## src/rtl/rv32_decode_stage.sv

```systemverilog
// rv32_decode_stage: registered RV32I(+M/Zicsr/FENCE) decode stage with 2-entry skid buffer, flush and hazard source flags
module rv32_decode_stage #(
  parameter bit ENABLE_M     = 1'b1,
  parameter bit ENABLE_ZICSR = 1'b1,
  parameter bit ENABLE_FENCE = 1'b1,
  parameter int PC_W         = 32
) (
  input  logic            clk,
  input  logic            rst_n,
  input  logic            flush,
  input  logic            in_valid,
  output logic            in_ready,
  input  logic [31:0]     in_instr,
  input  logic [PC_W-1:0] in_pc,
  output logic            out_valid,
  input  logic            out_ready,
  output logic [PC_W-1:0] out_pc,
  output logic [31:0]     out_instr,
  output logic [4:0]      rs1,
  output logic [4:0]      rs2,
  output logic [4:0]      rd,
  output logic            rs1_used,
  output logic            rs2_used,
  output logic [4:0]      alu_op,
  output logic            alu_src_a,
  output logic            alu_src_b,
  output logic [2:0]      imm_fmt,
  output logic            reg_wr_en,
  output logic            mem_rd,
  output logic            mem_wr,
  output logic            mem_unsigned,
  output logic [2:0]      mem_size,
  output logic            branch,
  output logic            jump,
  output logic            jalr,
  output logic [2:0]      branch_op,
  output logic            csr_en,
  output logic [1:0]      csr_op,
  output logic            csr_imm,
  output logic [11:0]     csr_addr,
  output logic            fence,
  output logic            ecall,
  output logic            ebreak,
  output logic            mret,
  output logic            illegal
);
  typedef struct packed {
    logic [PC_W-1:0] pc;
    logic [31:0]     instr;
    logic [4:0]      rs1, rs2, rd;
    logic            rs1_used, rs2_used;
    logic [4:0]      alu_op;
    logic            alu_src_a, alu_src_b;
    logic [2:0]      imm_fmt;
    logic            reg_wr_en, mem_rd, mem_wr, mem_unsigned;
    logic [2:0]      mem_size;
    logic            branch, jump, jalr;
    logic [2:0]      branch_op;
    logic            csr_en;
    logic [1:0]      csr_op;
    logic            csr_imm;
    logic [11:0]     csr_addr;
    logic            fence, ecall, ebreak, mret, illegal;
  } stage_t;

  stage_t     dec, main_q, main_d, skid_q, skid_d;
  logic       main_valid_q, main_valid_d, skid_valid_q, skid_valid_d;
  logic       ill, acc, main_free;
  logic [6:0] op, f7;
  logic [2:0] f3;

  assign op = in_instr[6:0];
  assign f3 = in_instr[14:12];
  assign f7 = in_instr[31:25];

  function automatic logic [4:0] alu3(input logic [2:0] f, input logic alt);
    return f == 3'd0 ? {4'd0, alt} : f == 3'd5 ? (alt ? 5'd7 : 5'd6) :
           f == 3'd6 ? 5'd8 : f == 3'd7 ? 5'd9 : {2'b00, f} + 5'd1;
  endfunction

  always_comb begin
    dec           = '0;
    ill           = 1'b0;
    dec.pc        = in_pc;
    dec.instr     = in_instr;
    dec.rs1       = in_instr[19:15];
    dec.rs2       = in_instr[24:20];
    dec.rd        = in_instr[11:7];
    dec.branch_op = f3;
    dec.csr_imm   = f3[2];
    dec.csr_addr  = in_instr[31:20];
    case (op)
      7'b0110111: begin
        dec.imm_fmt   = 3'd3;
        dec.alu_src_b = 1'b1;
        dec.reg_wr_en = 1'b1;
      end
      7'b0010111: begin
        dec.imm_fmt   = 3'd3;
        dec.alu_src_a = 1'b1;
        dec.alu_src_b = 1'b1;
        dec.reg_wr_en = 1'b1;
      end
      7'b1101111: begin
        dec.imm_fmt   = 3'd4;
        dec.alu_src_a = 1'b1;
        dec.alu_src_b = 1'b1;
        dec.jump      = 1'b1;
        dec.reg_wr_en = 1'b1;
      end
      7'b1100111: begin
        ill           = f3 != 3'd0;
        dec.jump      = 1'b1;
        dec.jalr      = 1'b1;
        dec.reg_wr_en = 1'b1;
        dec.rs1_used  = 1'b1;
        dec.alu_src_b = 1'b1;
      end
      7'b1100011: begin
        ill          = f3[2:1] == 2'b01;
        dec.imm_fmt  = 3'd2;
        dec.alu_op   = 5'd1;
        dec.branch   = 1'b1;
        dec.rs1_used = 1'b1;
        dec.rs2_used = 1'b1;
      end
      7'b0000011: begin
        ill              = f3[1:0] == 2'b11 || f3 == 3'b110;
        dec.mem_rd       = 1'b1;
        dec.reg_wr_en    = 1'b1;
        dec.rs1_used     = 1'b1;
        dec.alu_src_b    = 1'b1;
        dec.mem_size     = {1'b0, f3[1:0]};
        dec.mem_unsigned = f3[2];
      end
      7'b0100011: begin
        ill           = f3[2] || f3[1:0] == 2'b11;
        dec.imm_fmt   = 3'd1;
        dec.mem_wr    = 1'b1;
        dec.rs1_used  = 1'b1;
        dec.rs2_used  = 1'b1;
        dec.alu_src_b = 1'b1;
        dec.mem_size  = {1'b0, f3[1:0]};
      end
      7'b0010011: begin
        ill           = f3 == 3'b001 ? f7 != 7'd0 :
                        f3 == 3'b101 ? (f7 != 7'd0 && f7 != 7'b0100000) : 1'b0;
        dec.alu_op    = alu3(f3, f3 == 3'b101 && f7[5]);
        dec.reg_wr_en = 1'b1;
        dec.rs1_used  = 1'b1;
        dec.alu_src_b = 1'b1;
      end
      7'b0110011: begin
        dec.imm_fmt   = 3'd5;
        dec.reg_wr_en = 1'b1;
        dec.rs1_used  = 1'b1;
        dec.rs2_used  = 1'b1;
        ill           = f7 == 7'b0000001 ? !ENABLE_M :
                        !(f7 == 7'd0 || (f7 == 7'b0100000 && (f3 == 3'd0 || f3 == 3'd5)));
        dec.alu_op    = f7 == 7'b0000001 ? {2'b10, f3} : alu3(f3, f7[5]);
      end
      7'b0001111: begin
        ill       = !(ENABLE_FENCE && f3 == 3'd0);
        dec.fence = 1'b1;
      end
      7'b1110011: begin
        if (in_instr == 32'h0000_0073) dec.ecall = 1'b1;
        else if (in_instr == 32'h0010_0073) dec.ebreak = 1'b1;
        else if (in_instr == 32'h3020_0073) begin
          dec.mret = 1'b1;
          ill      = !ENABLE_ZICSR;
        end else if (f3[1:0] != 2'b00) begin
          dec.csr_en    = 1'b1;
          dec.csr_op    = f3[1:0];
          dec.rs1_used  = !f3[2];
          dec.reg_wr_en = 1'b1;
          ill           = !ENABLE_ZICSR;
        end else ill = 1'b1;
      end
      default: ill = 1'b1;
    endcase
    if (ill) begin
      dec.reg_wr_en = 1'b0;
      dec.mem_rd    = 1'b0;
      dec.mem_wr    = 1'b0;
      dec.branch    = 1'b0;
      dec.jump      = 1'b0;
      dec.jalr      = 1'b0;
      dec.csr_en    = 1'b0;
      dec.fence     = 1'b0;
      dec.ecall     = 1'b0;
      dec.mret      = 1'b0;
    end
    dec.illegal = ill;
  end

  assign in_ready  = !skid_valid_q && !flush;
  assign acc       = in_valid && in_ready;
  assign main_free = !main_valid_q || out_ready;

  // skid is only ever filled while main is stalled, so it always holds the younger entry
  always_comb begin
    main_valid_d = !flush && (main_free ? (skid_valid_q || acc) : 1'b1);
    skid_valid_d = !flush && !main_free && (skid_valid_q || acc);
    main_d       = main_free ? (skid_valid_q ? skid_q : acc ? dec : main_q) : main_q;
    skid_d       = (!main_free && acc) ? dec : skid_q;
  end

  always_ff @(posedge clk or negedge rst_n) begin
    if (!rst_n) begin
      main_valid_q <= 1'b0;
      skid_valid_q <= 1'b0;
      main_q       <= '0;
      skid_q       <= '0;
    end else begin
      main_valid_q <= main_valid_d;
      skid_valid_q <= skid_valid_d;
      main_q       <= main_d;
      skid_q       <= skid_d;
    end
  end

  assign out_valid    = main_valid_q;
  assign out_pc       = main_q.pc;
  assign out_instr    = main_q.instr;
  assign rs1          = main_q.rs1;
  assign rs2          = main_q.rs2;
  assign rd           = main_q.rd;
  assign rs1_used     = main_q.rs1_used;
  assign rs2_used     = main_q.rs2_used;
  assign alu_op       = main_q.alu_op;
  assign alu_src_a    = main_q.alu_src_a;
  assign alu_src_b    = main_q.alu_src_b;
  assign imm_fmt      = main_q.imm_fmt;
  assign reg_wr_en    = main_q.reg_wr_en;
  assign mem_rd       = main_q.mem_rd;
  assign mem_wr       = main_q.mem_wr;
  assign mem_unsigned = main_q.mem_unsigned;
  assign mem_size     = main_q.mem_size;
  assign branch       = main_q.branch;
  assign jump         = main_q.jump;
  assign jalr         = main_q.jalr;
  assign branch_op    = main_q.branch_op;
  assign csr_en       = main_q.csr_en;
  assign csr_op       = main_q.csr_op;
  assign csr_imm      = main_q.csr_imm;
  assign csr_addr     = main_q.csr_addr;
  assign fence        = main_q.fence;
  assign ecall        = main_q.ecall;
  assign ebreak       = main_q.ebreak;
  assign mret         = main_q.mret;
  assign illegal      = main_q.illegal;
endmodule
```

## config.mk

```make
export PLATFORM = sky130hd
export DESIGN_NAME = rv32_decode_stage
export DESIGN_NICKNAME = d
export VERILOG_FILES = /design/src/rtl/rv32_decode_stage.sv
export SDC_FILE = /design/constraint.sdc
export NUM_CORES = 1
export LEC_CHECK = 0
export CAP_MARGIN = 15
export CORE_UTILIZATION = 42
export CTS_CLUSTER_DIAMETER = 40
export DETAILED_ROUTE_END_ITERATION = 12
export PLACE_DENSITY = 0.68
export SETUP_SLACK_MARGIN = 0.5
export SYNTH_ARGS = -nofsm -noshare
export SYNTH_HDL_FRONTEND = slang
export SYNTH_SLANG_ARGS = --single-unit
```

## constraint.sdc

```tcl
create_clock -name clk -period 4.9 [get_ports clk]
set_input_delay 0.49 -clock clk [delete_from_list [all_inputs] [get_ports clk]]
set_output_delay 0.49 -clock clk [all_outputs]
set_load 0.02 [all_outputs]
```

* Yosys cells after proc, flatten, opt, wreduce, memory -nomap -nowiden
Index checks and enable logic that the tools add are counted.
** Word-level totals
- Flip-flop bits (word level) :: 252
- Input bits :: 69
- Output and inout port bits :: 127
** Cells by class
- Eq/ne operators :: 23
- Mux-type cells :: 59
- Add/subtract/negate cells :: 1
- Reduce and logical (&&, ||, !) cells :: 38
** Operators by type and width (count)
- 125-bit two-way mux :: 2
- 1-bit two-way mux :: 34
- 32-bit by 21-bit equality test with 1-bit output (second input constant) :: 1
- 32-bit by 30-bit equality test with 1-bit output (second input constant) :: 1
- 32-bit by 7-bit equality test with 1-bit output (second input constant) :: 1
- 7-bit by 6-bit equality test with 1-bit output (second input constant) :: 4
- 7-bit equality test (second input constant) :: 4
- 3-bit two-way mux :: 8
- 4-bit two-way mux :: 4
- 5-bit two-way mux :: 3
- 3-bit case mux with 5 select lines :: 1
- 5-bit case mux with 3 select lines :: 1
- 7-bit by 5-bit equality test with 1-bit output (second input constant) :: 2
- 7-bit OR reduction :: 2
- 3-bit equality test (second input constant) :: 3
- 1-bit logical AND :: 9
- 1-bit case mux with 9 select lines :: 1
- 2-bit OR reduction :: 4
- 7-bit by 1-bit equality test with 1-bit output (second input constant) :: 1
- 7-bit by 2-bit equality test with 1-bit output (second input constant) :: 1
- 7-bit by 4-bit equality test with 1-bit output (second input constant) :: 1
- 1-bit zero test :: 7
- 7-bit zero test :: 1
- 7-bit by 6-bit inequality test with 1-bit output (second input constant) :: 1
- 14 further kinds :: 24

* Longest topological paths before layout
- Depth after elaboration :: 10
- Mapped depth :: 9

* Worst setup path before layout
OpenSTA, ideal clock, no wires.
- Kind :: input to register
- Start :: input in_instr[12]
- End :: register main_q (netlist bit illegal)
- Path buffers :: 1
- Stages on the path :: 8
- Data required time :: 4.782 ns
- Setup slack :: 2.785 ns
- Data arrival time :: 1.996 ns
- Cells stage by stage :: inv_1 -> ha_1 -> nor4b_2 -> nand4_1 -> nand3b_1 -> a211o_1 -> buf_6 -> a21o_1
** Between the ends
- Longest elaborated chain between the ends :: 9
- Elaborated cells between the ends (all ways) :: 27
- Those cells by class :: eq/ne: 7; mux: 10; reduce/logical: 10
** RTL lines
- from (decl) :: RTL line 13 : input logic [31:0] in_instr,
- parallel branches: the longest is 6 deep, another holds 32-bit by 30-bit equality test with 1-bit output
- 1-bit case mux with 9 select lines (*) :: RTL line 92 : case (op)
- 125-bit two-way mux (*) (2 in series) :: RTL line 205 : main_d = main_free ? (skid_valid_q ? skid_q : acc ? dec : main_q) : main_q;
- to (signal assigned) :: RTL line 218 : main_q <= main_d;
- to (decl) :: RTL line 66 : stage_t dec, main_q, main_d, skid_q, skid_d;
Every way passes the cells marked *. The select of a mux whose other input is x is not followed.
A chain may end at the register's enable or synchronous reset.

* Worst setup path in the final report
- Start :: input in_instr[13]
- End :: register skid_q[0] in the netlist's numbering
** Between the ends
- Longest elaborated chain between the ends :: 7
- Elaborated cells between the ends (all ways) :: 26
- Those cells by class :: eq/ne: 8; mux: 8; reduce/logical: 10
** RTL lines
- parallel branches: the longest is 6 deep, another holds 32-bit by 30-bit equality test with 1-bit output
- 1-bit case mux with 9 select lines (*) :: RTL line 92
- to (signal assigned) :: RTL line 219 : skid_q <= skid_d;
- to (decl) :: RTL line 66
Every way passes the cells marked *.

==> run summary <==
status = finished clean
multiplexer share of the synthesized area = 8.45%
DRC = 0
All-Layer GR Usage = 20.7%
post-CTS setup buffers = 0
most common cell after layout, fill and taps aside = nand2_1
FF+latch area = 4710 sq um
Final #Nets = 1154
Initial Utilization = 43.1%
R2R Path End = csr_op[1]$_DFFE_PN0P_
Final TNS setup = 0 ns
vias in the first global route = 6614
Skew-Pair Late Insertion Delay = 0.43 ns
Core ar. = 20400 sq um
hold_buf cts = 0
number of clock sinks = 188
PortBufs = 194
fillers = 1845
buffer and inverter count on the worst path = 2
GR Overflow Total = 0
first-pass GRT wire length = 35500 um
cts bufs inserted = 17
post-synthesis compound-gate area fraction = 11.8%
Die Span X = 147 um
mean number of vias per cell = 5.11
Max FO, Critical Path = 16
CP Class = input pin to register
1st-pass router iterations = 5
largest net degree at the start of global routing = 110
Critical Path AT = 3.16 ns
# rows = 52
Final Hold Fails = 0
Critical Path RT = 5.21 ns
flops & latches, synth = 188
Post-Synth XOR/XNOR Area = 0%
VDD IR max = 0.243 mV
Worst R2R Path Depth = 5
CP max stage cell = a211o_1
share of layout cells above drive strength 1 = 4.95%
Iteration-0 DRC Markers = 422
final period utilization = 58.1%
startpoint type of the worst setup path = input pin
antenna violations before repair = 0
final count of pins violating max slew = 0
Hold Crit Class = input pin to async pin
clock buffer depth = 2
Routed Antenna Nets = 0
RR Startpoint = skid_valid_q$_DFF_PN0_
CTS tree = built
FFs w/ async S/R, synth = 100%
Top FF cell, synth = dfrtp_1
Max Clock Skew = 0.0111 ns
GPL Wtd Cong = 0.830
critical path's largest stage delay = 0.58 ns
Post-Synth Simple-Gate Area = 19.5%
Die H = 147 um
Multi-input gate area = 3600 sq um
Vias = 6963
crit-path cells = clkdlybuf4s50_1 > inv_1 > ha_1 > nor4b_2 > nand4_1 > nand3b_1 > a211o_1 > mux2_2
Synth Area in Adders = 0.710%
max-cap viol count = 0
Post-Syn Nets = 1031
hpwl dp = 14200 um
R2R Setup Slk = 2.31 ns
Cell variety after synth = 50
Antenna diodes = 0
synthesized cell area = 8810 sq um
largest family of logic cells by synthesized area = simple AND/OR/NAND/NOR gates
EDFF count, synth = 0
clock-pin slew on the worst setup and hold paths = 0.08 ns
die area = 21600 sq um
Max-slew headroom = 35.2%
crit end category = register
post-layout min period = 2.85 ns
syn avg cell area = 9.21 sq um
Leak Pwr = 4.87 nW
Power Density = 369 nW/um^2
Layout area overhead = 27.4%
post-synthesis cell count = 957
number of H-tree levels = 4
Syn. warnings = 0
Seq/Total Area, Yosys = 53.4%
Final setup viols = 0
Routed WL = 21700 um
fmax = 351 MHz
Core Util, Final = 54.9%
most frequent cells in the layout = 316 x nand2_1, 193 x clkdlybuf4s50_1, 187 x dfrtp_1, 95 x o21ai_0, 71 x mux2i_1
Crit path max-delay family = buffers and inverters
root buffer cell = clkbuf_16
post-CTS sizing = 0
worst-margin pin slew = 0.972 ns
wire length per cell = 15.9 um
io pins = 196
RSZ-0062 raised after global routing = false
-- worst max path at each step --
stage	startpoint	end	slack [ns]	cells after the start
after floorplan	in_instr[12]	illegal$_DFFE_PN0P_	2.79	8
after global placement	in_instr[13]	skid_q[0]$_DFFE_PN0P_	1.77	8
after detailed placement	in_instr[13]	skid_q[0]$_DFFE_PN0P_	1.65	8
after CTS	in_instr[13]	skid_q[0]$_DFFE_PN0P_	2.10	8
after global routing	in_instr[13]	jalr$_DFFE_PN0P_	1.87	8
final	in_instr[13]	skid_q[0]$_DFFE_PN0P_	2.05	8
-- registers in the layout, summed over array words and instances (netlist names), 2 cells and up --
name,count
skid_q,93
out_instr,32
out_pc,32
alu_op,5
imm_fmt,3
csr_op,2
mem_size,2
-- logic make-up (layout without fill, tap and decap cells) --
kind of cell,count (synthesis),count (layout)
flip-flops,188,188
other,1,1
AND/OR/NAND/NOR,407,407
multiplexers,74,74
AO/OA/AOI/OAI,177,177
adder cells (fa/ha/maj),5,5
buffers and inverters,105,240
-- synthesized netlist by cell type, drive strengths merged, types with 2 or more instances --
cell    instances  area (sq um)
clkbuf         48           180
o22ai           2          12.5
nor4b           6          58.8
a21o            2          15.0
buf            50           329
dfrtp         188          4700
a21oi          27           135
o21a            8          60.1
nor3           11          55.1
nand2         316          1190
or3             4          25.0
nor2b           7          43.8
mux2i          71           711
nand2b          8          50.1
a32oi           2          17.5
and3            8          50.1
ha              5          62.6
nand3           6          30.0
nand4           3          18.8
mux2            3          33.8
o211ai          6          45.0
nor2           22          82.6
nor3b           2          15.0
o21ai         104           521
nor4            7          43.8
inv             7          26.3
o31ai          16           150
o41ai           2          17.5
a21boi          2          15.0
-- report_power, final --
group | switching (W) | total (W) | internal (W) | leakage, nW
registers | 0.000134 | 0.00191 | 0.00178 | 2.42
logic | 0.000492 | 0.000913 | 0.000421 | 2.20
clock network | 0.000614 | 0.00132 | 0.000704 | 0.253
total | 0.00124 | 0.00414 | 0.00291 | 4.87
-- routing by layer --
| metal | global-route usage [%] | up-vias | part of all wire, % |
|---|---|---|---|
| li1 | - | 3415 | - |
| met4 | 7.50 | 0 | 1.9 |
| met3 | 4.35 | 25 | 5.2 |
| met2 | 31.2 | 202 | 46 |
| met5 | 0 | - | 0 |
| met1 | 29.5 | 3321 | 47 |
-- stage by stage --
stage	hold WS (ns)	area [sq um]	std cells	total power, W	setup WS, ns
finish	0.146	11200	1362	0.00414	2.05
global route	0.194	11200	1362	0.00435	1.87
CTS	0.172	11200	1362	0.00419	2.10
detailed placement	0.455	10700	1331	0.00287	1.65
global placement	0.449	10700	1331	0.00284	1.77
floorplan	0.194	8810	957	0.00244	2.79
-- area by class of cell --
class                           count  area share, %
Clock buffer                       19           3.86
Sequential cell                   188           41.9
Inverter                            7          0.234
Clock inverter                     12           1.04
Tap cell                          270           3.01
Timing Repair Buffer              202           17.9
Multi-Input combinational cell    664           32.0
Power figures use the tool's default switching activity.
